--- src/rtl/encap_pkg.sv ---
// Shared types and default widths for the Encap_Head parameter scheduler.
package encap_pkg;
  localparam int HEAD_SHIFT_W_D = 6;
  localparam int META_SHIFT_W_D = 7;
  localparam int ENCAP_W_D      = 32;
  localparam int RULE_NUM_D     = 16;
  localparam int CMD_DEPTH_D    = 4;
  localparam int RIDX_W_D       = $clog2(RULE_NUM_D);

  // Field order matches the cfg write bus, MSB first.
  typedef struct packed {
    logic [3:0]                metaSliceOffset;
    logic [HEAD_SHIFT_W_D-1:0] metaDataOffset;
    logic [HEAD_SHIFT_W_D-1:0] headShift;
    logic [META_SHIFT_W_D-1:0] encapLength;
    logic [ENCAP_W_D-1:0]      encapField;
  } encap_rule_t;

  typedef enum logic [1:0] {IDLE, LOOKUP, ARMED} sched_state_e;

  function automatic logic [15:0] sat_inc(input logic [15:0] v);
    return (v == 16'hFFFF) ? v : v + 16'd1;
  endfunction
endpackage

--- src/rtl/encap_cmd_fifo.sv ---
// Small synchronous FIFO holding pending rule indices.
module encap_cmd_fifo #(
  parameter int DEPTH = 4,
  parameter int W     = 4
) (
  input  logic         i_clk,
  input  logic         i_rst,
  input  logic         i_push,
  input  logic [W-1:0] i_data,
  input  logic         i_pop,
  output logic [W-1:0] o_data,
  output logic         o_full,
  output logic         o_empty
);
  localparam int AW = $clog2(DEPTH);

  logic [W-1:0] mem_q [DEPTH];
  logic [AW:0]  wr_q, rd_q;
  logic         push_ok, pop_ok;

  // Extra pointer bit distinguishes full from empty.
  assign o_empty = (wr_q == rd_q);
  assign o_full  = (wr_q[AW] != rd_q[AW]) && (wr_q[AW-1:0] == rd_q[AW-1:0]);
  assign push_ok = i_push && !o_full;
  assign pop_ok  = i_pop && !o_empty;
  assign o_data  = mem_q[rd_q[AW-1:0]];

  always_ff @(posedge i_clk) begin
    if (i_rst) begin
      wr_q <= '0;
      rd_q <= '0;
    end else begin
      if (push_ok) wr_q <= wr_q + 1'b1;
      if (pop_ok)  rd_q <= rd_q + 1'b1;
    end
  end

  always_ff @(posedge i_clk) begin
    if (push_ok) mem_q[wr_q[AW-1:0]] <= i_data;
  end
endmodule

--- src/rtl/encap_cmd_sched.sv ---
// Per-packet rule lookup and parameter arming for Encap_Head, with miss bypass.
module encap_cmd_sched
  import encap_pkg::*;
#(
  parameter  int HEAD_SHIFT_W = HEAD_SHIFT_W_D,
  parameter  int META_SHIFT_W = META_SHIFT_W_D,
  parameter  int ENCAP_W      = ENCAP_W_D,
  parameter  int RULE_NUM     = RULE_NUM_D,
  parameter  int CMD_DEPTH    = CMD_DEPTH_D,
  localparam int RIDX_W       = $clog2(RULE_NUM),
  localparam int CFG_W        = 4 + 2*HEAD_SHIFT_W + META_SHIFT_W + ENCAP_W
) (
  input  logic                    i_clk,
  input  logic                    i_rst,
  input  logic                    i_cmd_valid,
  input  logic [RIDX_W-1:0]       i_cmd_rule,
  output logic                    o_cmd_ready,
  input  logic                    i_cfg_wren,
  input  logic [RIDX_W-1:0]       i_cfg_addr,
  input  logic [CFG_W-1:0]        i_cfg_data,
  input  logic                    i_head_start,
  output logic                    o_hold,
  output logic [HEAD_SHIFT_W-1:0] o_headShift,
  output logic [3:0]              o_metaSliceOffset,
  output logic [HEAD_SHIFT_W-1:0] o_metaDataOffset,
  output logic [META_SHIFT_W-1:0] o_encapLength,
  output logic [ENCAP_W-1:0]      o_encapField,
  output logic                    o_miss,
  output logic [15:0]             o_pkt_cnt,
  output logic [15:0]             o_miss_cnt
);
  sched_state_e      state_q;
  logic [RIDX_W-1:0] rule_q;
  logic [CFG_W-1:0]  par_q;
  logic [CFG_W-1:0]  tbl_q [RULE_NUM];
  logic [CFG_W-1:0]  out_v;
  logic [RIDX_W-1:0] fifo_data;
  logic              fifo_full, fifo_empty, pop, miss_now;
  logic              miss_q;
  logic [15:0]       pkt_cnt_q, miss_cnt_q;

  encap_cmd_fifo #(.DEPTH(CMD_DEPTH), .W(RIDX_W)) u_fifo (
    .i_clk   (i_clk),
    .i_rst   (i_rst),
    .i_push  (i_cmd_valid),
    .i_data  (i_cmd_rule),
    .i_pop   (pop),
    .o_data  (fifo_data),
    .o_full  (fifo_full),
    .o_empty (fifo_empty)
  );

  assign o_cmd_ready = i_rst || !fifo_full;
  assign o_hold      = i_rst || (state_q != ARMED);
  assign miss_now    = !i_rst && i_head_start && (state_q != ARMED);
  assign pop         = !i_rst && !fifo_empty &&
                       ((state_q == IDLE) || (state_q == ARMED && i_head_start));

  always_ff @(posedge i_clk) begin
    if (i_rst) begin
      for (int i = 0; i < RULE_NUM; i++) tbl_q[i] <= '0;
    end else if (i_cfg_wren) begin
      tbl_q[i_cfg_addr] <= i_cfg_data;
    end
  end

  always_ff @(posedge i_clk) begin
    if (i_rst) begin
      state_q    <= IDLE;
      rule_q     <= '0;
      par_q      <= '0;
      miss_q     <= 1'b0;
      pkt_cnt_q  <= '0;
      miss_cnt_q <= '0;
    end else begin
      miss_q <= miss_now;
      if (miss_now) miss_cnt_q <= sat_inc(miss_cnt_q);
      case (state_q)
        IDLE: if (!fifo_empty) begin
          rule_q  <= fifo_data;
          state_q <= LOOKUP;
        end
        // Table read sees the pre-write value if cfg hits this index now.
        LOOKUP: begin
          par_q   <= tbl_q[rule_q];
          state_q <= ARMED;
        end
        ARMED: if (i_head_start) begin
          pkt_cnt_q <= sat_inc(pkt_cnt_q);
          if (!fifo_empty) begin
            rule_q  <= fifo_data;
            state_q <= LOOKUP;
          end else begin
            state_q <= IDLE;
          end
        end
        default: state_q <= IDLE;
      endcase
    end
  end

  // A start with nothing armed falls back to rule 0 for that slice only.
  assign out_v = miss_now ? tbl_q[0] : par_q;

  assign o_encapField      = out_v[ENCAP_W-1:0];
  assign o_encapLength     = out_v[ENCAP_W +: META_SHIFT_W];
  assign o_headShift       = out_v[ENCAP_W+META_SHIFT_W +: HEAD_SHIFT_W];
  assign o_metaDataOffset  = out_v[ENCAP_W+META_SHIFT_W+HEAD_SHIFT_W +: HEAD_SHIFT_W];
  assign o_metaSliceOffset = out_v[CFG_W-1 -: 4];
  assign o_miss            = miss_q;
  assign o_pkt_cnt         = pkt_cnt_q;
  assign o_miss_cnt        = miss_cnt_q;
endmodule

--- config.mk ---
export PLATFORM = sky130hd
export DESIGN_NAME = encap_cmd_sched
export DESIGN_NICKNAME = d
export VERILOG_FILES = /design/src/rtl/encap_pkg.sv /design/src/rtl/encap_cmd_fifo.sv /design/src/rtl/encap_cmd_sched.sv
export SDC_FILE = /design/constraint.sdc
export NUM_CORES = 2
export LEC_CHECK = 0
export CAP_MARGIN = 20
export CORE_ASPECT_RATIO = 1.75
export CORE_UTILIZATION = 37
export CTS_CLUSTER_DIAMETER = 30
export DETAILED_ROUTE_END_ITERATION = 8
export SYNTH_ARGS = -nofsm -noshare
export SYNTH_HDL_FRONTEND = slang
export SYNTH_HIERARCHICAL = 1
export SYNTH_SLANG_ARGS = --single-unit
--- constraint.sdc ---
create_clock -name i_clk -period 5.38 [get_ports i_clk]
set_clock_uncertainty 0.2 [all_clocks]
set_input_delay 0.807 -clock i_clk [delete_from_list [all_inputs] [get_ports i_clk]]
set_output_delay 0.807 -clock i_clk [all_outputs]
set_load 0.02 [all_outputs]
==> run summary <==
Total power density per cell area: 424.4 nW/um2. The top cell type by total area after synthesis was sky130_fd_sc_hd__edfxtp_1. Counting tap cells, the placed design contains a total of 4,591 instances. The standby leakage power is 0.01806 uW. For the clock network latency to the later pin of the worst-skew pair, the log shows 760 ps.

The number of nets handed over by synthesis was 3,089. Pin placement for this block handled 158 I/O pins. The flow ran to the end, and the final reports show no timing, DRC or antenna violations. The clock passes through at most 3 buffers.

Setup repair after global routing left no endpoint under its margin. The count of nets left with antenna violations once routing finished came out at 0. In the finished design, the share of the clock period the worst path needs comes to 78.78%. Buffers inserted during clock tree synthesis total 137.

Synthesis produced a netlist whose cell count is 3,014. The commonest cells after synthesis are 896 x sky130_fd_sc_hd__edfxtp_1, 889 x sky130_fd_sc_hd__and2_1, 200 x sky130_fd_sc_hd__clkbuf_1, 169 x sky130_fd_sc_hd__mux4_2. Max-slew violation count: 0.

In the final layout, the share of cells above drive strength 1 is 19.59%. The type of element launching the critical path was an input pin. After the flow finishes, the layout carries non-filler instances totaling 4,851. Number of sinks driven by the clock tree: 998. The detailed-route wire length per cell came out at 24.28 um.

After synthesis, the cell types taking the most area are sky130_fd_sc_hd__edfxtp_1 60%, sky130_fd_sc_hd__and2_1 12%, sky130_fd_sc_hd__mux4_2 8.5%. The CTS clock-pin slew for the worst setup and hold paths was 50 ps; the row count was 168. The number of hold-slack violations in the final timing report was 0; the actual slew at the worst max-slew pin was 1058 ps.

Sort of element at the end of the critical path: an output pin. Across the run, the number of max-cap violations was 0. The classification of the worst setup path was in -> out.

With fillers left out, the area of the finished cells amounts to 53,280 um2. The run gives 4370 ps as the required time reported for the critical path endpoint. Summing the sequential cell areas from Yosys gives 64.49% of the chip area.

Total wire length: 117,800 um. The first detailed-routing pass took 5 iterations. The tools report the least setup slack across all paths after layout as 1142 ps. Maximum vdd drop: 0.3440 mV.

TritonCTS built the clock tree. The utilization after layout came out at 44.39%. In this run the worst hold path is classified as in -> reg. For the number of hold-repair buffers added at the cts stage, the log shows 0. Subtracting the final worst setup slack from the clock period gives 4238 ps.

The final weighted congestion of routability-driven global placement is 0.7737, and the netlist area before placement is 44,880 um2. The area taken by flip-flops and latches came out at 28,960 um2. The first global-routing pass estimated 174,900 um of wire. The area growth from synthesis to layout is 18.70%. At the end of the flow, the number of nets in the layout was 3,190. Headroom to the max-slew limit came out at 29.43%.

The maximum fanout count along the critical path works out to 32. For the worst setup path, the data arrival time is 3230 ps. The filler cells instantiated in the layout total 10,500. Post-detailed-route via-to-cell ratio: 5.268. The total area inside the core boundary comes to 120,000 um2. By instance count, the leading cell after synthesis is sky130_fd_sc_hd__edfxtp_1. In the global route stage, overall resource usage came out at 19.32%.

The H-tree was split into 4 levels. For the routed via count, the log shows 25,550. The wire-length estimate of the detail-placed layout is 66,580 um.

Number of gates resized after CTS: 0. Entering global routing, the biggest net connects 83 pins. The share of flip-flops with an asynchronous set or reset was 0%; the maximum clock rate was 236.0 MHz. The tools report the initial cell density of the core as 37.40%.

Summed over all failing endpoints, the final setup total negative slack is 0 ps. The first routing iteration left 2,172 violations. The floorplan step set the die width to 265.3 um. The full die area is 122,800 um2, and the total global routing overflow is 0.

The run gives 0 as the number of buffers inserted to repair setup after CTS. Setup violations remaining at the end of the flow were counted as 0. The dominant register cell in the synthesized netlist was sky130_fd_sc_hd__edfxtp_1. Yosys printed 6 warnings. The count of input and output buffers was 157; the register bit count reported by yosys was 998. Summing all multi-input logic gate instances after layout gives 15,120 um2. Before CTS, the worst setup slack after placement is 1085 ps. Counting flops with a built-in enable in the synthesized netlist gives 896. The placed standard-cell area came out at 48,320 um2. The share of the synthesized area in the top cell type came out at 59.94%. The via count of the first global-routing pass is 26,520.

Measured along the y axis, the die boundary spans 462.8 um. The mean area per synthesized cell was 14.89 um2. The initial antenna violation count was 9. The buffer cell driving the clock tree root was sky130_fd_sc_hd__clkbuf_16. The number of remaining DRC errors came out at 0. Yosys mapped the design onto 55 distinct sky130hd cell types.
==> registers in the layout, summed over array words and instances (netlist names), 2 cells and up, named ones only <==
signal        cells
u_fifo/rd_q       3
tbl_q           880
u_fifo/wr_q       3
u_fifo/mem_q     16
state_q           2
o_pkt_cnt        16
rule_q            4
o_miss_cnt       16
par_q            55
==> metal layers <==
layer  track usage, %  vias up  routed length (um)
li1                 -    11400                   -
met5                0        -                  25
met1            24.28    13170               48300
met4            6.218        4                2893
met2            33.73      790               60300
met3            3.100      188                6281
==> cell type report <==
class	instances	share of cell area [%]
Clock inverter	105	2.602
Tap cell	1615	3.793
Inverter	8	0.05636
Antenna cell	4	0.01879
Multi-Input combinational cell	1753	28.37
Clock buffer	151	6.691
Timing Repair Buffer	217	4.114
Sequential cell	998	54.35
==> per-stage QoR <==
stage / hold slack [ps] / total power, uW
final: 276.1 / 22610
after global routing: 255.4 / 23330
after CTS: 222.6 / 22830
after detailed placement: 288.9 / 13160
after global placement: 276.8 / 13130
after floorplan: 242.2 / 11850
==> cells in the final DEF (no fill, tap or decap), types with 11 or more instances in the layout <==
master                            count
sky130_fd_sc_hd__mux4_2             169
sky130_fd_sc_hd__o21ai_4             12
sky130_fd_sc_hd__a22oi_1            110
sky130_fd_sc_hd__nor2_1              17
sky130_fd_sc_hd__nand3_1             11
sky130_fd_sc_hd__buf_4               46
sky130_fd_sc_hd__bufinv_16           24
sky130_fd_sc_hd__o211ai_1            59
sky130_fd_sc_hd__clkinv_4            11
sky130_fd_sc_hd__clkinv_1            11
sky130_fd_sc_hd__mux2i_1            119
sky130_fd_sc_hd__clkbuf_16          140
sky130_fd_sc_hd__nand2_1             73
sky130_fd_sc_hd__clkdlybuf4s50_1    156
sky130_fd_sc_hd__clkinv_2            17
sky130_fd_sc_hd__nor2b_1             13
sky130_fd_sc_hd__mux2_2             119
sky130_fd_sc_hd__edfxtp_1           896
sky130_fd_sc_hd__and2_1             887
sky130_fd_sc_hd__clkinvlp_4          19
sky130_fd_sc_hd__dfxtp_1             99
sky130_fd_sc_hd__buf_12              14
sky130_fd_sc_hd__nand4_1             19
sky130_fd_sc_hd__o21ai_0             12
sky130_fd_sc_hd__a21oi_1             18
sky130_fd_sc_hd__nor2_4              12
==> worst max-delay path: stages <==
cell and delay (ps):
sky130_fd_sc_hd__clkdlybuf4s50_1 620, sky130_fd_sc_hd__and3_4 530, sky130_fd_sc_hd__buf_12 280, sky130_fd_sc_hd__mux2_2 370, sky130_fd_sc_hd__clkdlybuf4s50_1 540
==> logic make-up after synthesis <==
logic type,count (synthesis),share of synthesized area [%]
and+or+nand+nor,1096,14.79
DFF,998,64.49
muxes,407,14.12
buffers and inverters,263,2.470
AOI/OAI and AO/OA,237,3.772
adders and majority gates,7,0.1951
xor gates and xnor gates,6,0.1589
==> path summary, 6_finish.rpt <==
| kind | start | endpoint | slack, ps | depth (start not counted) |
|---|---|---|---|---|
| worst max register to register | u_fifo/wr_q[0]$_SDFFE_PP0P_ | u_fifo/rd_q[2]$_SDFFE_PP0P_ | 2330 | 7 |
| worst max-delay path | i_head_start | o_encapField[28] | 1140 | 5 |
| worst min-delay path | i_rst | rule_q[1]$_SDFFE_PP0P_ | 280 | 2 |
| worst min register to register | o_miss_cnt[5]$_SDFFE_PP0P_ | o_miss_cnt[5]$_SDFFE_PP0P_ | 300 | 1 |
==> power by group <==
| part | internal [uW] | leakage (uW) | switching (uW) |
|---|---|---|---|
| clock | 6030 | 0.00236 | 3630 |
| combinational | 1670 | 0.00633 | 1940 |
| sequential | 8990 | 0.00937 | 350 |
| total | 16700 | 0.0181 | 5920 |
No activity file was read; power rests on OpenSTA's default activity.
